===== config.mk =====
export PLATFORM = sky130hd
export DESIGN_NAME = lsu
export DESIGN_NICKNAME = d
export VERILOG_FILES = /design/src/rtl/lsu_pkg.sv /design/src/rtl/lsu_align.sv /design/src/rtl/lsu.sv
export SDC_FILE = /design/constraint.sdc
export NUM_CORES = 1
export LEC_CHECK = 0
export BUFFER_PORTS_ARGS = -buffer_cell sky130_fd_sc_hd__buf_2
export CAP_MARGIN = 20
export CORE_AREA = 2 2 152 154
export DETAILED_ROUTE_END_ITERATION = 10
export DIE_AREA = 0 0 154 156
export SLEW_MARGIN = 40
export SYNTH_ARGS = -nofsm -noshare
export SYNTH_HDL_FRONTEND = slang
export SYNTH_HIERARCHICAL = 1
export SYNTH_SLANG_ARGS = --single-unit
export TNS_END_PERCENT = 100

===== constraint.sdc =====
create_clock -name clk -period 3.2 [get_ports clk]
set_input_delay 0.48 -clock clk [delete_from_list [all_inputs] [get_ports clk]]
set_output_delay 0.48 -clock clk [all_outputs]
set_load 0.005 [all_outputs]

===== src/rtl/lsu_pkg.sv =====
// Shared constants, types and operation checks for the load/store unit.
// Width codes follow the RISC-V funct3 encoding for loads and stores.
package lsu_pkg;

  localparam logic [2:0] F3_B  = 3'b000;
  localparam logic [2:0] F3_H  = 3'b001;
  localparam logic [2:0] F3_W  = 3'b010;
  localparam logic [2:0] F3_BU = 3'b100;
  localparam logic [2:0] F3_HU = 3'b101;

  localparam logic [1:0] ERR_OK       = 2'b00;
  localparam logic [1:0] ERR_MISALIGN = 2'b01;
  localparam logic [1:0] ERR_TIMEOUT  = 2'b10;
  localparam logic [1:0] ERR_ILLEGAL  = 2'b11;

  localparam int unsigned CNT_W = 16;

  typedef enum logic [1:0] {
    ST_IDLE = 2'd0,
    ST_REQ  = 2'd1,
    ST_WAIT = 2'd2,
    ST_DONE = 2'd3
  } lsu_state_e;

  // Illegal width wins over misalignment; unsigned widths are load-only.
  function automatic logic [1:0] check_op(input logic [2:0] funct3,
                                          input logic       we,
                                          input logic [1:0] addr_lo);
    logic [1:0] err;
    err = ERR_OK;
    case (funct3)
      F3_B, F3_BU: err = ERR_OK;
      F3_H, F3_HU: err = addr_lo[0] ? ERR_MISALIGN : ERR_OK;
      F3_W:        err = (addr_lo != 2'b00) ? ERR_MISALIGN : ERR_OK;
      default:     err = ERR_ILLEGAL;
    endcase
    if (we && funct3[2]) begin
      err = ERR_ILLEGAL;
    end
    return err;
  endfunction

endpackage


===== src/rtl/lsu_align.sv =====
// Byte-lane steering: store byte enables and data replication, plus load
// lane extraction with sign or zero extension. Purely combinational.
module lsu_align
  import lsu_pkg::*;
(
  input  logic [2:0]  st_funct3_i,
  input  logic [1:0]  st_addr_i,
  input  logic [31:0] st_wdata_i,
  output logic [3:0]  st_be_o,
  output logic [31:0] st_wdata_o,
  input  logic [2:0]  ld_funct3_i,
  input  logic [1:0]  ld_addr_i,
  input  logic [31:0] ld_rdata_i,
  output logic [31:0] ld_rdata_o
);

  logic [31:0] lane;

  always_comb begin
    st_be_o    = 4'b0000;
    st_wdata_o = st_wdata_i;
    case (st_funct3_i)
      F3_B, F3_BU: begin
        st_be_o    = 4'b0001 << st_addr_i;
        st_wdata_o = {4{st_wdata_i[7:0]}};
      end
      F3_H, F3_HU: begin
        st_be_o    = st_addr_i[1] ? 4'b1100 : 4'b0011;
        st_wdata_o = {2{st_wdata_i[15:0]}};
      end
      F3_W: begin
        st_be_o    = 4'b1111;
      end
      default: begin
        st_be_o    = 4'b0000;
      end
    endcase
  end

  // The addressed byte or halfword is shifted down to bit 0 first.
  assign lane = ld_rdata_i >> {ld_addr_i, 3'b000};

  always_comb begin
    ld_rdata_o = lane;
    case (ld_funct3_i)
      F3_B:    ld_rdata_o = {{24{lane[7]}}, lane[7:0]};
      F3_BU:   ld_rdata_o = {24'h000000, lane[7:0]};
      F3_H:    ld_rdata_o = {{16{lane[15]}}, lane[15:0]};
      F3_HU:   ld_rdata_o = {16'h0000, lane[15:0]};
      default: ld_rdata_o = lane;
    endcase
  end

endmodule


===== src/rtl/lsu.sv =====
// Load/store unit: one RISC-V load or store per transaction over a
// req/gnt/rvalid bus, with error detection, bus timeout and a done pulse.
module lsu
  import lsu_pkg::*;
#(
  parameter int unsigned TIMEOUT_CYCLES = 255
) (
  input  logic        clk,
  input  logic        rst_n,
  input  logic        valid_i,
  output logic        ready_o,
  input  logic [31:0] addr_i,
  input  logic [31:0] wdata_i,
  input  logic        we_i,
  input  logic [2:0]  funct3_i,
  input  logic [4:0]  rd_i,
  output logic        done_o,
  output logic        wb_o,
  output logic [31:0] rdata_o,
  output logic [4:0]  rd_o,
  output logic [1:0]  err_o,
  output logic        mem_req_o,
  output logic [31:0] mem_addr_o,
  output logic        mem_we_o,
  output logic [3:0]  mem_be_o,
  output logic [31:0] mem_wdata_o,
  input  logic        mem_gnt_i,
  input  logic        mem_rvalid_i,
  input  logic [31:0] mem_rdata_i
);

  // Counter holds cycles already spent in the current phase; abort on the
  // cycle that would be the TIMEOUT_CYCLES-th.
  localparam logic [CNT_W-1:0] CNT_LAST = CNT_W'(TIMEOUT_CYCLES - 1);

  lsu_state_e       state_q, state_d;
  logic [CNT_W-1:0] cnt_q, cnt_d;
  logic [1:0]       addr_lo_q, addr_lo_d;
  logic [2:0]       funct3_q, funct3_d;
  logic             we_q, we_d;
  logic [4:0]       rd_lat_q, rd_lat_d;

  logic             done_q, done_d;
  logic             wb_q, wb_d;
  logic [31:0]      rdata_q, rdata_d;
  logic [4:0]       rd_q, rd_d;
  logic [1:0]       err_q, err_d;

  logic             mem_req_q, mem_req_d;
  logic [31:0]      mem_addr_q, mem_addr_d;
  logic             mem_we_q, mem_we_d;
  logic [3:0]       mem_be_q, mem_be_d;
  logic [31:0]      mem_wdata_q, mem_wdata_d;

  logic [1:0]       op_err;
  logic [3:0]       st_be;
  logic [31:0]      st_wdata;
  logic [31:0]      ld_rdata;

  assign op_err = check_op(funct3_i, we_i, addr_i[1:0]);

  // Store steering uses the op being accepted; load formatting uses the
  // op latched at acceptance.
  lsu_align u_align (
    .st_funct3_i (funct3_i),
    .st_addr_i   (addr_i[1:0]),
    .st_wdata_i  (wdata_i),
    .st_be_o     (st_be),
    .st_wdata_o  (st_wdata),
    .ld_funct3_i (funct3_q),
    .ld_addr_i   (addr_lo_q),
    .ld_rdata_i  (mem_rdata_i),
    .ld_rdata_o  (ld_rdata)
  );

  /*
   * Upstream handshake: an op transfers on a rising edge where valid_i and
   * ready_o are both high; ready_o is high exactly when the FSM is IDLE.
   * Bus handshake: mem_req_o and every bus field stay stable from the first
   * request cycle until the edge that samples mem_gnt_i high; the response
   * is the first mem_rvalid_i seen after the grant.
   */
  always_comb begin
    state_d     = state_q;
    cnt_d       = cnt_q;
    addr_lo_d   = addr_lo_q;
    funct3_d    = funct3_q;
    we_d        = we_q;
    rd_lat_d    = rd_lat_q;
    done_d      = 1'b0;
    wb_d        = 1'b0;
    rdata_d     = rdata_q;
    rd_d        = rd_q;
    err_d       = err_q;
    mem_req_d   = mem_req_q;
    mem_addr_d  = mem_addr_q;
    mem_we_d    = mem_we_q;
    mem_be_d    = mem_be_q;
    mem_wdata_d = mem_wdata_q;

    case (state_q)
      ST_IDLE: begin
        if (valid_i) begin
          addr_lo_d = addr_i[1:0];
          funct3_d  = funct3_i;
          we_d      = we_i;
          rd_lat_d  = rd_i;
          if (op_err != ERR_OK) begin
            state_d = ST_DONE;
            done_d  = 1'b1;
            err_d   = op_err;
            rdata_d = 32'h0;
            rd_d    = rd_i;
          end else begin
            state_d     = ST_REQ;
            cnt_d       = '0;
            mem_req_d   = 1'b1;
            mem_addr_d  = {addr_i[31:2], 2'b00};
            mem_we_d    = we_i;
            mem_be_d    = st_be;
            mem_wdata_d = we_i ? st_wdata : 32'h0;
          end
        end
      end

      ST_REQ: begin
        if (mem_gnt_i) begin
          state_d   = ST_WAIT;
          cnt_d     = '0;
          mem_req_d = 1'b0;
        end else if (cnt_q == CNT_LAST) begin
          state_d   = ST_DONE;
          mem_req_d = 1'b0;
          done_d    = 1'b1;
          err_d     = ERR_TIMEOUT;
          rdata_d   = 32'h0;
          rd_d      = rd_lat_q;
        end else begin
          cnt_d = cnt_q + 1'b1;
        end
      end

      ST_WAIT: begin
        if (mem_rvalid_i) begin
          state_d = ST_DONE;
          done_d  = 1'b1;
          wb_d    = ~we_q;
          err_d   = ERR_OK;
          rdata_d = we_q ? 32'h0 : ld_rdata;
          rd_d    = rd_lat_q;
        end else if (cnt_q == CNT_LAST) begin
          state_d = ST_DONE;
          done_d  = 1'b1;
          err_d   = ERR_TIMEOUT;
          rdata_d = 32'h0;
          rd_d    = rd_lat_q;
        end else begin
          cnt_d = cnt_q + 1'b1;
        end
      end

      ST_DONE: begin
        state_d = ST_IDLE;
      end

      default: begin
        state_d = ST_IDLE;
      end
    endcase
  end

  always_ff @(posedge clk or negedge rst_n) begin
    if (!rst_n) begin
      state_q     <= ST_IDLE;
      cnt_q       <= '0;
      addr_lo_q   <= 2'b00;
      funct3_q    <= 3'b000;
      we_q        <= 1'b0;
      rd_lat_q    <= 5'd0;
      done_q      <= 1'b0;
      wb_q        <= 1'b0;
      rdata_q     <= 32'h0;
      rd_q        <= 5'd0;
      err_q       <= ERR_OK;
      mem_req_q   <= 1'b0;
      mem_addr_q  <= 32'h0;
      mem_we_q    <= 1'b0;
      mem_be_q    <= 4'b0000;
      mem_wdata_q <= 32'h0;
    end else begin
      state_q     <= state_d;
      cnt_q       <= cnt_d;
      addr_lo_q   <= addr_lo_d;
      funct3_q    <= funct3_d;
      we_q        <= we_d;
      rd_lat_q    <= rd_lat_d;
      done_q      <= done_d;
      wb_q        <= wb_d;
      rdata_q     <= rdata_d;
      rd_q        <= rd_d;
      err_q       <= err_d;
      mem_req_q   <= mem_req_d;
      mem_addr_q  <= mem_addr_d;
      mem_we_q    <= mem_we_d;
      mem_be_q    <= mem_be_d;
      mem_wdata_q <= mem_wdata_d;
    end
  end

  assign ready_o     = (state_q == ST_IDLE);
  assign done_o      = done_q;
  assign wb_o        = wb_q;
  assign rdata_o     = rdata_q;
  assign rd_o        = rd_q;
  assign err_o       = err_q;
  assign mem_req_o   = mem_req_q;
  assign mem_addr_o  = mem_addr_q;
  assign mem_we_o    = mem_we_q;
  assign mem_be_o    = mem_be_q;
  assign mem_wdata_o = mem_wdata_q;

endmodule


* Word level (Yosys, flattened, before mapping)
Index checks and enable logic that the tools add are counted.
Operators by class: shift operators 2, magnitude comparators 0, reduce and logical (&&, ||, !) cells 15, divide/modulo/power cells 0, equality and inequality tests 17, $mul 0, muxes and demuxes 53, bitwise gates (word level) 2, $add $sub $neg 1
Operators with widths (number):
- two-way mux 32 bit | 7
- case mux 32 bit (4 select lines) | 1
- case mux 32 bit (3 select lines) | 1
- two-way mux 16 bit | 5
- case mux 32 bit (2 select lines) | 1
- case mux 16 bit (3 select lines) | 1
- right shift 32 x 5 -> 32 bit | 1
- two-way mux 5 bit | 5
- two-way mux 2 bit | 11
- adder 16 x 1 -> 16 bit (second input constant) | 1
- == test 16 x 8 -> 1 bit (second input constant) | 1
- case mux 5 bit (3 select lines) | 1
- two-way mux 1 bit | 13
- == test 3 bit (second input constant) | 4
- case mux 2 bit (3 select lines) | 2
- case mux 4 bit (3 select lines) | 1
- AND reduction 4 bit | 3
- inequality test 2 bit (second input constant) | 4
- case mux 2 bit (4 select lines) | 1
- == test 3 x 1 -> 1 bit (second input constant) | 2
- zero test 3 bit | 2
- nonzero test 2 bit | 3
- == test 2 bit (second input constant) | 2
- two-way mux 4 bit | 1
- other kinds (14) | 16
Word-level totals: bits in writable memories 0, memories 0, bits in read-only memories 0, latch bits 0, bits of input ports 110, output and inout port bits 112, flip-flop bits (word level) 138

* Depth between registers and ports, before layout
Gate-level depths: netlist (run 1).
word-level depth 8, depth in mapped cells 11

* Modules after synthesis
Netlist (run 1), hierarchy kept.
Modules (own cells, without submodules):
- lsu | area an instance 5639.2 µm², instances 1, seq. area each 3453.3 µm², cells an instance 443
- lsu_align | area an instance 1232.4 µm², instances 1, seq. area each 0.0 µm², cells an instance 165

* Least setup slack after synthesis (run 1)
No wires, ideal clock.
kind input to register, from input port funct3_i[2], to register mem_wdata_q[10], in the netlist mem_wdata_o[10], setup time 121 ps, cell stages on the path 7, arrival time 2245 ps, setup slack 834 ps, path buffers 3, path through or4_1 -> and2_1 -> or2_2 -> clkbuf_1 -> buf_2 -> clkbuf_1 -> a22o_1
Between the ends: longest elaborated chain between the ends 7
Ends and longest elaborated chain:
- start: declaration | line lsu.sv:15 | input logic [2:0] funct3_i,
- == test 3 x 1 -> 1 bit (tied with other cells) | line lsu_pkg.sv:31, lsu_align.sv:22
- OR reduction 2 bit | line lsu_pkg.sv:31, lsu_align.sv:22
- case mux 2 bit (3 select lines) | line lsu_pkg.sv:31 | case (funct3)
- two-way mux 2 bit | line lsu_pkg.sv:37 | if (we && funct3[2]) begin
- nonzero test 2 bit | line lsu.sv:108 | if (op_err != ERR_OK) begin
- NOT 1 bit (no line)
- AND reduction 3 bit (no line)
- end signal: assignment | line lsu.sv:206 | mem_wdata_q <= mem_wdata_d;
- end: declaration | line lsu.sv:53 | logic [31:0] mem_wdata_q, mem_wdata_d;
Parallel ways exist; a longest one is shown, timed or not. A chain may end at the register's enable or synchronous reset.

* Final worst setup path (run 1)
from register cnt_q[9], to register rd_q[3], in the netlist rd_o[3]
Between the ends: longest elaborated chain between the ends 4
Ends and longest elaborated chain:
- start: declaration | line lsu.sv:37 | logic [CNT_W-1:0] cnt_q, cnt_d;
- start signal: assignment | line lsu.sv:192 | cnt_q <= cnt_d;
- == test 16 x 8 -> 1 bit (*) | line lsu.sv:131, lsu.sv:151
- two-way mux 5 bit (*)
- two-way mux 5 bit (on tied branches)
- case mux 5 bit (3 select lines) (*)
- end signal: assignment | line lsu.sv:200 | rd_q <= rd_d;
- end: declaration | line lsu.sv:46 | logic [4:0] rd_q, rd_d;
Every way passes the cells marked *; elsewhere a longest branch is shown, timed or not. The select of a mux whose other input is x is not followed.

==> impl_metrics.yaml, run 1 <==
run_status:
  outcome: "finished clean"
power_and_ir_drop:
  p_per_area_nw_per_um2: 894
  ir_drop_v: 0.000393
  leakagePower_nw: 4.33
global_routing:
  track_usage_pct: 16.7
  grt_overflow: 0
  first_global_vias: 5618
  grt_pass1_wl_um: 31500
  antenna_found_initial: 2
  grt_max_degree: 66
drt:
  highest_layer: "met5"
  routedWlPerCell_um: 18.0
  vias: 5587
  firstDrtPassIters: 4
  drt_iter0_markers: 274
  wl_met2_um: 9220
  wl_um: 19900
  dr_wl_met3_um: 1460
  viasPerCell: 5.04
  drc_errors: 0
  met1Wirelength_um: 9010
  ant_nets: 0
worst_setup_path:
  path_cells: "or4_1 -> or4_1 -> a31o_1 -> buf_4 -> a211oi_1 -> nor3_1"
  critPathTopFamily: "simple AND/OR/NAND/NOR gates"
  cp_common_cell: "or4_1"
  crit_arrival_ns: 2.74
  crit_required_ns: 3.50
  cp_slowest_stage_delay_ns: 0.57
  path_class: "reg2reg"
  cp_slowest_cell: "or4_1"
  path_buf_inv: 1
  path_max_fanout: 36
  worst_setup_path_start_kind: "flop"
  cp-end-kind: "flop"
final_layout:
  multi_input_area_um2: 3100
  layout_commonest_cell: "buf_2"
  drive_gt1_share_pct: 41.6
  final-seq-area_um2: 3450
  final_cell_mix: "buf_2 (218), dfrtp_1 (138), a22o_1 (65)"
  areaGrowthSynthToFinish_pct: 27.4
  fill_cells: 2204
  antenna_cells: 0
  num-nets-final: 928
  fin_cells: 1109
logic_synthesis:
  synth_area_leader_cell: "dfrtp_1"
  ys_types: 50
  synth_edf_count: 0
  async_flop_share_pct: 100
  syn_area_um2: 6870
  synth.yosys.warnings: 6
  synth_top_area_share_pct: 50.3
  ys.flop_type: "dfrtp_1"
  avgSynthCellArea_um2: 11.3
  synthCells: 608
  yosysSeqAreaShare_pct: 50.3
  ys_top_cells_by_area: "dfrtp_1 (50%), mux2_2 (9.5%), a22o_1 (8.3%)"
  ys_seq_elements: 138
clock_network:
  cts_made_buffers: 17
  cts_num_sinks: 138
  root_buffer: "clkbuf_16"
  postCtsHoldBufs: 0
  ctsResizeCount: 0
  cts_max_level: 4
  clk_pin_slew_worst_paths_ns: 0.07
  cts_tree: "yes"
  clock_path_buffers: 2
  cts_setup_buffers: 0
  insertion_delay_ns: 0.42
run:
  cap_violations: 0
placed_design:
  gp_congestion: 0.805
  io_buffer_count: 219
  place_inst: 1078
  hpwl_um: 14200
  pre_cts_ws_ns: 0.498
floorplanning:
  die_width_um: 154
  ios: 222
  die_area_um2: 24000
  rows: 55
  die_y_um: 156
  initial_core_util_pct: 30.7
  coreArea_um2: 22400
worst_hold_path:
  min_path_type: "in2async"
timing:
  setup_violations: 0
  setup_ws_ns: 0.758
  final.setup.tns_ns: 0
  finClkSkew_ns: 0.0151
  grt_setup_unrepaired: "false"
  fin_crit_sh_pct: 76.3
  worst_pin_slew_ns: 0.689
  slew_headroom_pct: 53.6
  fin_crit_ns: 2.44
  report.final.slew_viol_count: 0
  hold_viol: 0
  timing.fmax_mhz: 409
==> cells in the mapped netlist (2+ instances only) <==
cell       count
clkbuf_1      21
nand2_1       33
a22o_1        65
nand3_1       10
xor2_1        11
a211oi_1      10
xnor2_1        5
nand4_1        7
a21o_1         3
nor2_2         2
buf_4         12
nand2b_1       2
nor2b_1       17
nand4b_1       3
mux2_4         2
dfrtp_1      138
buf_1          4
o21ai_0       25
and2_1         2
a31oi_1        2
nor3_1         3
and3_1         5
buf_6          6
mux2_2        58
mux2i_1       24
o2bb2ai_1      9
ha_1           6
nor2_1        27
inv_1         10
buf_2          9
or2_2         11
or4_1          4
a21oi_1       29
nor4_1         3
and4_1         3
o31ai_1        3
o22ai_1       11
==> per-stage QoR <==
step / utilization [%] / hold WS [ns] / instance area, µm² / power [W]
global route: 39.1 / 0.0989 / 8750 / 0.00837
CTS: 39.1 / 0.0767 / 8750 / 0.00792
finish: 39.1 / 0.0546 / 8750 / 0.00783
global placement: 36.6 / 0.457 / 8190 / 0.00592
floorplan: - / 0.184 / 6880 / 0.00486
detailed placement: 36.6 / 0.462 / 8190 / 0.00596
==> flip-flops by register name, summed over array words and instances (netlist names), 2 cells and up <==
name	count
state_q	2
rd_lat_q	5
mem_be_o	4
cnt_q	16
rdata_o	32
mem_addr_o	30
err_o	2
rd_o	5
funct3_q	3
mem_wdata_o	32
addr_lo_q	2
==> power breakdown <==
part	switching (W)	total [W]	leakage, nW	internal, W
sequential	0.000377	0.00272	1.80	0.00235
combinational	0.00174	0.00319	2.27	0.00146
clock	0.000780	0.00191	0.265	0.00113
==> logic make-up (layout without fill, tap and decap cells) <==
| group | Yosys count | after routing | synth area share, % |
|---|---|---|---|
| AND/OR/NAND/NOR | 134 | 134 | 10.2 |
| flip-flops | 138 | 138 | 50.3 |
| AO/OA/AOI/OAI | 167 | 167 | 18.1 |
| buffers and inverters | 62 | 277 | 4.86 |
| XOR/XNOR | 16 | 16 | 2.04 |
| adder cells (fa/ha/maj) | 6 | 6 | 1.09 |
| multiplexers | 84 | 84 | 13.4 |
| other | 1 | 2 | 0.0546 |
==> layout make-up <==
| cell class | instances | share of cell area (%) |
|---|---|---|
| clock buffers | 22 | 5.42 |
| clock inverters | 9 | 1.04 |
| inverters | 10 | 0.429 |
| multi-input cells | 409 | 35.4 |
| flip-flops and latches | 138 | 39.5 |
| well taps | 285 | 4.07 |
| repair buffers | 236 | 14.2 |
==> metal layers <==
| layer | global-route usage [%] | vias up |
|---|---|---|
| li1 | - | 2628 |
| met1 | 22.5 | 2719 |
| met2 | 26.0 | 218 |
| met3 | 5.11 | 18 |
| met4 | 4.58 | 4 |
| met5 | 0 | - |
==> worst reg2reg max path, delay by kind of cell (launching register included) <==
kind | cells | cell delay, ns
AOI/OAI and AO/OA | 2 | 0.47
and+or+nand+nor | 3 | 1.20
buffers and inverters | 1 | 0.26
DFF | 1 | 0.41
==> worst paths after layout <==
| kind | from | endpoint | slack [ns] | cells after the start |
|---|---|---|---|---|
| setup reg to reg | cnt_q[9] | rd_o[3] | 0.76 | 6 |
| max in group asynchronous | rst_n | funct3_q[2] | 2.25 | 2 |
| min in group clk | addr_i[17] | mem_addr_o[17] | 0.30 | 2 |
| setup / recovery | cnt_q[9] | rd_o[3] | 0.76 | 6 |
| hold / removal | rst_n | mem_wdata_o[23] | 0.05 | 1 |
| hold reg to reg | rd_o[1] | rd_o[1] | 0.47 | 2 |
Power figures use the tool's default switching activity.
==> run 2, diff against run 1 <==
ABC_AREA = 1   (was default)
CORE_AREA = 2 2 162 164   (was 2 2 152 154)
DIE_AREA = 0 0 164 166   (was 0 0 154 156)
clock period = 2.3 ns   (was 3.2 ns; I/O delays follow)
==> run 2 against run 1 <==
Clock skew hardly changed. Clock power rose by 53%. Via count up 34%. Combinational power rose by 61%. Setup slack lost 0.45 ns. Sequential cell count did not move. Cell area is 11% higher. Sequential share of layout area down 4.1 points. Non-clock buffer count increased by 3. Synthesized cell count increased by 75%. Wire length increased by 17%. Critical path depth up 4. Critical path type unchanged. Critical endpoint is now cnt_q[13]. Largest cell class is now multi-input gates. Largest power group unchanged.
==> impl_metrics.yaml, run 2 <==
timing:
  final.setup.tns_ns: 0
  hold_viol: 0
  timing.fmax_mhz: 502
  fin_crit_ns: 1.99
  finClkSkew_ns: 0.0147
  slew_headroom_pct: 62.7
  setup_violations: 0
  report.final.slew_viol_count: 0
  grt_setup_unrepaired: "false"
  worst_pin_slew_ns: 0.559
  fin_crit_sh_pct: 86.6
power_and_ir_drop:
  leakagePower_nw: 5.27
  ir_drop_v: 0.000613
  p_per_area_nw_per_um2: 1220
clock_network:
  cts_max_level: 4
  cts_made_buffers: 17
  clk_pin_slew_worst_paths_ns: 0.07
  cts_setup_buffers: 0
  cts_num_sinks: 138
  insertion_delay_ns: 0.42
  cts_tree: "yes"
  ctsResizeCount: 0
  clock_path_buffers: 2
  postCtsHoldBufs: 1
  root_buffer: "clkbuf_16"
global_routing:
  track_usage_pct: 17.6
  grt_overflow: 0
  grt_pass1_wl_um: 38100
  grt_max_degree: 67
  first_global_vias: 7429
  antenna_found_initial: 4
logic_synthesis:
  synth_edf_count: 0
  ys_top_cells_by_area: "dfrtp_1 (44%), nand2_1 (20%), nand3_1 (4.6%)"
  synth_mux_area_share_pct: 0
  synthCells: 1067
  syn_area_um2: 7820
  ys_seq_elements: 138
  yosysSeqAreaShare_pct: 44.2
  yosys.area_share.simple_pct: 32.5
  ys.flop_type: "dfrtp_1"
  synth_area_leader_cell: "dfrtp_1"
  ys_top_cells_by_count: "nand2_1 (426), dfrtp_1 (138), inv_1 (94)"
  synth.yosys.warnings: 6
  async_flop_share_pct: 100
  synth_top_family_by_area: "simple AND/OR/NAND/NOR gates"
  synth_compound_area_share_pct: 11.9
  ys_types: 35
  synth_top_area_share_pct: 44.2
  synthMostInstantiatedCell: "nand2_1"
  synth_xor_area_share_pct: 0
  synth_fa_ha_area_share_pct: 0.960
  avgSynthCellArea_um2: 7.33
drt:
  wl_um: 23300
  firstDrtPassIters: 5
  drc_errors: 0
  drt_iter0_markers: 446
  viasPerCell: 4.64
  ant_nets: 0
  routedWlPerCell_um: 14.4
  vias: 7504
floorplanning:
  initial_core_util_pct: 30.5
  die_width_um: 164
  rows: 59
  coreArea_um2: 25600
  ios: 222
  die_y_um: 166
  die_area_um2: 27200
run:
  cap_violations: 0
final_layout:
  layout_commonest_cell: "nand2_1"
  drive_gt1_share_pct: 25.3
  areaGrowthSynthToFinish_pct: 24.8
  final_cell_mix: "nand2_1 (426), buf_2 (218), dfrtp_1 (138)"
  fin_cells: 1617
  num-nets-final: 1382
worst_setup_path:
  path_buf_inv: 1
  cp_common_cell: "nand2_1"
  crit_arrival_ns: 2.35
  crit_required_ns: 2.66
  worst_setup_path_start_kind: "flop"
  cp-end-kind: "flop"
  path_max_fanout: 10
  path_cells: "inv_1 -> ha_1 -> nand2_4 -> nand2_2 -> a21oi_4 -> a21boi_2 -> nand3_1 -> nand2_1 -> nand2_1 -> nor2_1"
  cp_slowest_stage_delay_ns: 0.47
  critPathTopFamily: "compound AO/OA/AOI/OAI gates"
  path_class: "reg2reg"
  cp_slowest_cell: "a21boi_2"
placed_design:
  io_buffer_count: 219
  gp_congestion: 0.857
  place_inst: 1581
  hpwl_um: 17400
worst_hold_path:
  min_path_type: "in2reg"
run_status:
  outcome: "finished clean"
-- run 2: changes by cell type after synthesis, sizes merged, moves of 18 or more --
cell | before | now
a22o | 65 | 0
inv | 10 | 104
nand2 | 33 | 438
mux2i | 24 | 0
o211ai | 1 | 19
mux2 | 60 | 0
o21ai | 25 | 107
nor2 | 30 | 51
nand3 | 10 | 90
buf | 31 | 51
-- run 2: final timing paths --
kind,startpoint,endpoint,cells past startpoint,slack (ns)
min in group asynchronous,rst_n,rdata_o[11],2,0.39
worst min-delay path,addr_i[11],mem_addr_o[11],3,0.12
worst min register to register,mem_addr_o[23],mem_addr_o[23],2,0.47
worst max register to register,state_q[0],cnt_q[13],10,0.31
worst max-delay path,state_q[0],cnt_q[13],10,0.31
max in group asynchronous,rst_n,mem_addr_o[22],3,1.16
-- run 2: per-layer routing --
metal,vias up,routed length [µm],global-route usage [%],share of wire (%)
li1,3786,-,-,-
met1,3411,10600,23.1,46
met2,271,10300,27.3,44
met3,34,1840,5.72,7.9
met4,2,557,5.87,2.4
met5,-,11,0,0.047
-- run 2: worst min-delay path: stages --
cell	delay [ns]
buf_2	0.07
nand2_1	0.04
nand2_1	0.05
-- run 2: cell families after synthesis --
kind of cell / Yosys count
other: 1
AO/OA/AOI/OAI: 167
buffers and inverters: 164
adder cells (fa/ha/maj): 6
AND/OR/NAND/NOR: 591
flip-flops: 138
-- run 2: final cells by class --
cell class	instances	area [µm²]
Fill cell	2747	15900
Multi-Input combinational cell	766	3560
Sequential cell	138	3450
Timing Repair Buffer	239	1310
Clock buffer	17	425
Tap cell	335	419
Inverter	104	393
Clock inverter	15	193
Antenna cell	3	7.51
-- run 2: per-stage QoR --
step | area (µm²) | power [W] | setup slack (ns) | hold WS, ns | utilization [%]
after CTS | 9750 | 0.0120 | 0.304 | 0.0982 | 38.1
final | 9760 | 0.0119 | 0.308 | 0.115 | 38.1
after global placement | 9120 | 0.00899 | 0.362 | 0.276 | 35.6
after global routing | 9750 | 0.0129 | 0.118 | 0.104 | 38.1
after detailed placement | 9120 | 0.00906 | 0.321 | 0.275 | 35.6
after floorplan | 7820 | 0.00727 | 0.537 | 0.0494 | -
-- run 2: where the power goes --
group	switching (W)	leakage (nW)	total, W	internal (W)
Sequential	0.000565	1.82	0.00387	0.00330
Combinational	0.00321	3.15	0.00512	0.00191
Clock	0.00125	0.302	0.00292	0.00167
==> run 3, diff against run 2 <==
clock period = 1.9 ns   (was 2.3 ns; I/O delays follow)
==> run 3 against run 2 <==
Cell area rose by 2.7%. Die area unchanged. Wire length is 3.0% higher. Highest routed layer is now met4. Largest power group unchanged. Register-to-register slack lost 0.18 ns. Non-clock buffer count is 12 higher. Worst hold slack lost 0.056 ns. Setup slack worse by 0.18 ns.
==> impl_metrics.yaml, run 3 (synthesis results as in run 2) <==
worst_setup_path:
  crit_arrival_ns: 2.08
  cp-end-kind: "flop"
  r2r-start: "cnt_q[0]"
  crit_required_ns: 2.20
  r2r-end: "rd_o[3]"
  rrSetupSlack_ns: 0.12
  path_max_fanout: 17
  reg2reg_depth: 12
  path_class: "reg2reg"
  worst_setup_path_start_kind: "flop"
floorplanning:
  die_area_um2: 27200
  die_width_um: 164
  ios: 222
  rows: 59
  initial_core_util_pct: 30.5
  coreArea_um2: 25600
  die_y_um: 166
worst_hold_path:
  hold_end: "mem_addr_o[13]"
  hold_depth: 3
  hp-start: "addr_i[13]"
  min_path_type: "in2reg"
drt:
  routedWlPerCell_um: 14.7
  vias: 7626
  ant_nets: 0
  viasPerCell: 4.68
  drc_errors: 0
  wl_um: 24000
  drt_iter0_markers: 588
  firstDrtPassIters: 5
final_layout:
  num-nets-final: 1395
  fill_cells: 2713
  final_cell_mix: "nand2_1 (425), buf_2 (218), dfrtp_1 (138)"
  stdcell_area_um2: 10000
  fin_cells: 1630
  layout_commonest_cell: "nand2_1"
  drive_gt1_share_pct: 26.5
  areaGrowthSynthToFinish_pct: 28.2
  fin_util_pct: 39.1
run:
  cap_violations: 0
global_routing:
  grt_pass1_wl_um: 38200
  antenna_found_initial: 3
  track_usage_pct: 17.4
  grt_overflow: 0
  grt_max_degree: 67
  first_global_vias: 7421
clock_network:
  cts_num_sinks: 138
  cts_max_level: 4
  cts_made_buffers: 17
  clock_path_buffers: 2
  cts_tree: "yes"
  insertion_delay_ns: 0.42
  clk_pin_slew_worst_paths_ns: 0.07
  root_buffer: "clkbuf_16"
timing:
  timing.fmax_mhz: 563
  hold_viol: 0
  fin_crit_sh_pct: 93.5
  finClkSkew_ns: 0.0129
  setup_ws_ns: 0.123
  setup_violations: 0
  fin_crit_ns: 1.78
  report.final.slew_viol_count: 0
placed_design:
  pre_cts_ws_ns: -0.0102
  io_buffer_count: 219
  gp_congestion: 0.879
  hpwl_um: 17500
  place_inst: 1591
  dpl_cell_area_um2: 9270
power_and_ir_drop:
  ir_drop_v: 0.000662
  leakagePower_nw: 5.40
  p_per_area_nw_per_um2: 1500
run_status:
  outcome: "finished clean"
run 3: worst max path at each step:
stage / from / endpoint / cells past startpoint
2_1_floorplan: state_q[0] / cnt_q[14] / 11
3_3_place_gp: state_q[0] / rd_o[4] / 7
3_5_place_dp: state_q[0] / rd_o[1] / 8
4_1_cts: state_q[0] / rd_o[1] / 10
5_1_grt: cnt_q[0] / rd_o[3] / 12
6_report: cnt_q[0] / rd_o[3] / 12
run 3: report_power, final:
group	switching (W)	total, W	leakage (nW)	internal, W
Clock	0.00157	0.00360	0.310	0.00203
Sequential	0.000648	0.00464	1.82	0.00400
Combinational	0.00412	0.00678	3.27	0.00266
Total	0.00634	0.0150	5.40	0.00869
run 3: stage by stage:
stage	setup TNS, ns	hold WS, ns	power (W)
6_report	0	0.0594	0.0150
5_1_grt	-0.0148	0.0426	0.0162
4_1_cts	0	0.0342	0.0149
3_5_place_dp	-0.0102	0.240	0.0112
3_3_place_gp	0	0.243	0.0111
2_1_floorplan	0	-0.0106	0.00880
run 3: metal layers:
layer / global-route usage (%) / part of all wire (%) / up-vias
met5: 0 / 0 / -
met3: 5.62 / 8.5 / 24
met1: 23.3 / 45 / 3487
met2: 26.9 / 45 / 284
met4: 5.11 / 1.5 / 0
li1: - / - / 3831
run 3: area by class of cell:
class                      count  area [µm²]  area share, %
antenna                        3        7.51         0.0749
clock buffer                  17         425           4.24
clock inverter                15         204           2.03
inverter                     104         398           3.97
multi-input combinational    767        3630           36.2
sequential                   138        3450           34.5
tap                          335         419           4.18
timing repair buffer         251        1490           14.8
run 3: repair_timing:
action,CTS,global route
pin swaps,0,2
gates cloned,0,2
resized for setup,1,14
hold endpoints to repair,33,0
setup buffers,0,1
hold buffers,1,0
setup endpoints to repair,4,50
run 3: worst max-delay path, cell delays in order (launching register included):
cell,delay [ns]
dfrtp_1,0.41
inv_1,0.09
ha_1,0.19
nand3_1,0.12
nor2_2,0.17
nand2_4,0.12
nand2_4,0.13
buf_12,0.16
nand2_1,0.06
nand2_1,0.05
nand2_1,0.05
nand2_1,0.06
a21oi_1,0.06
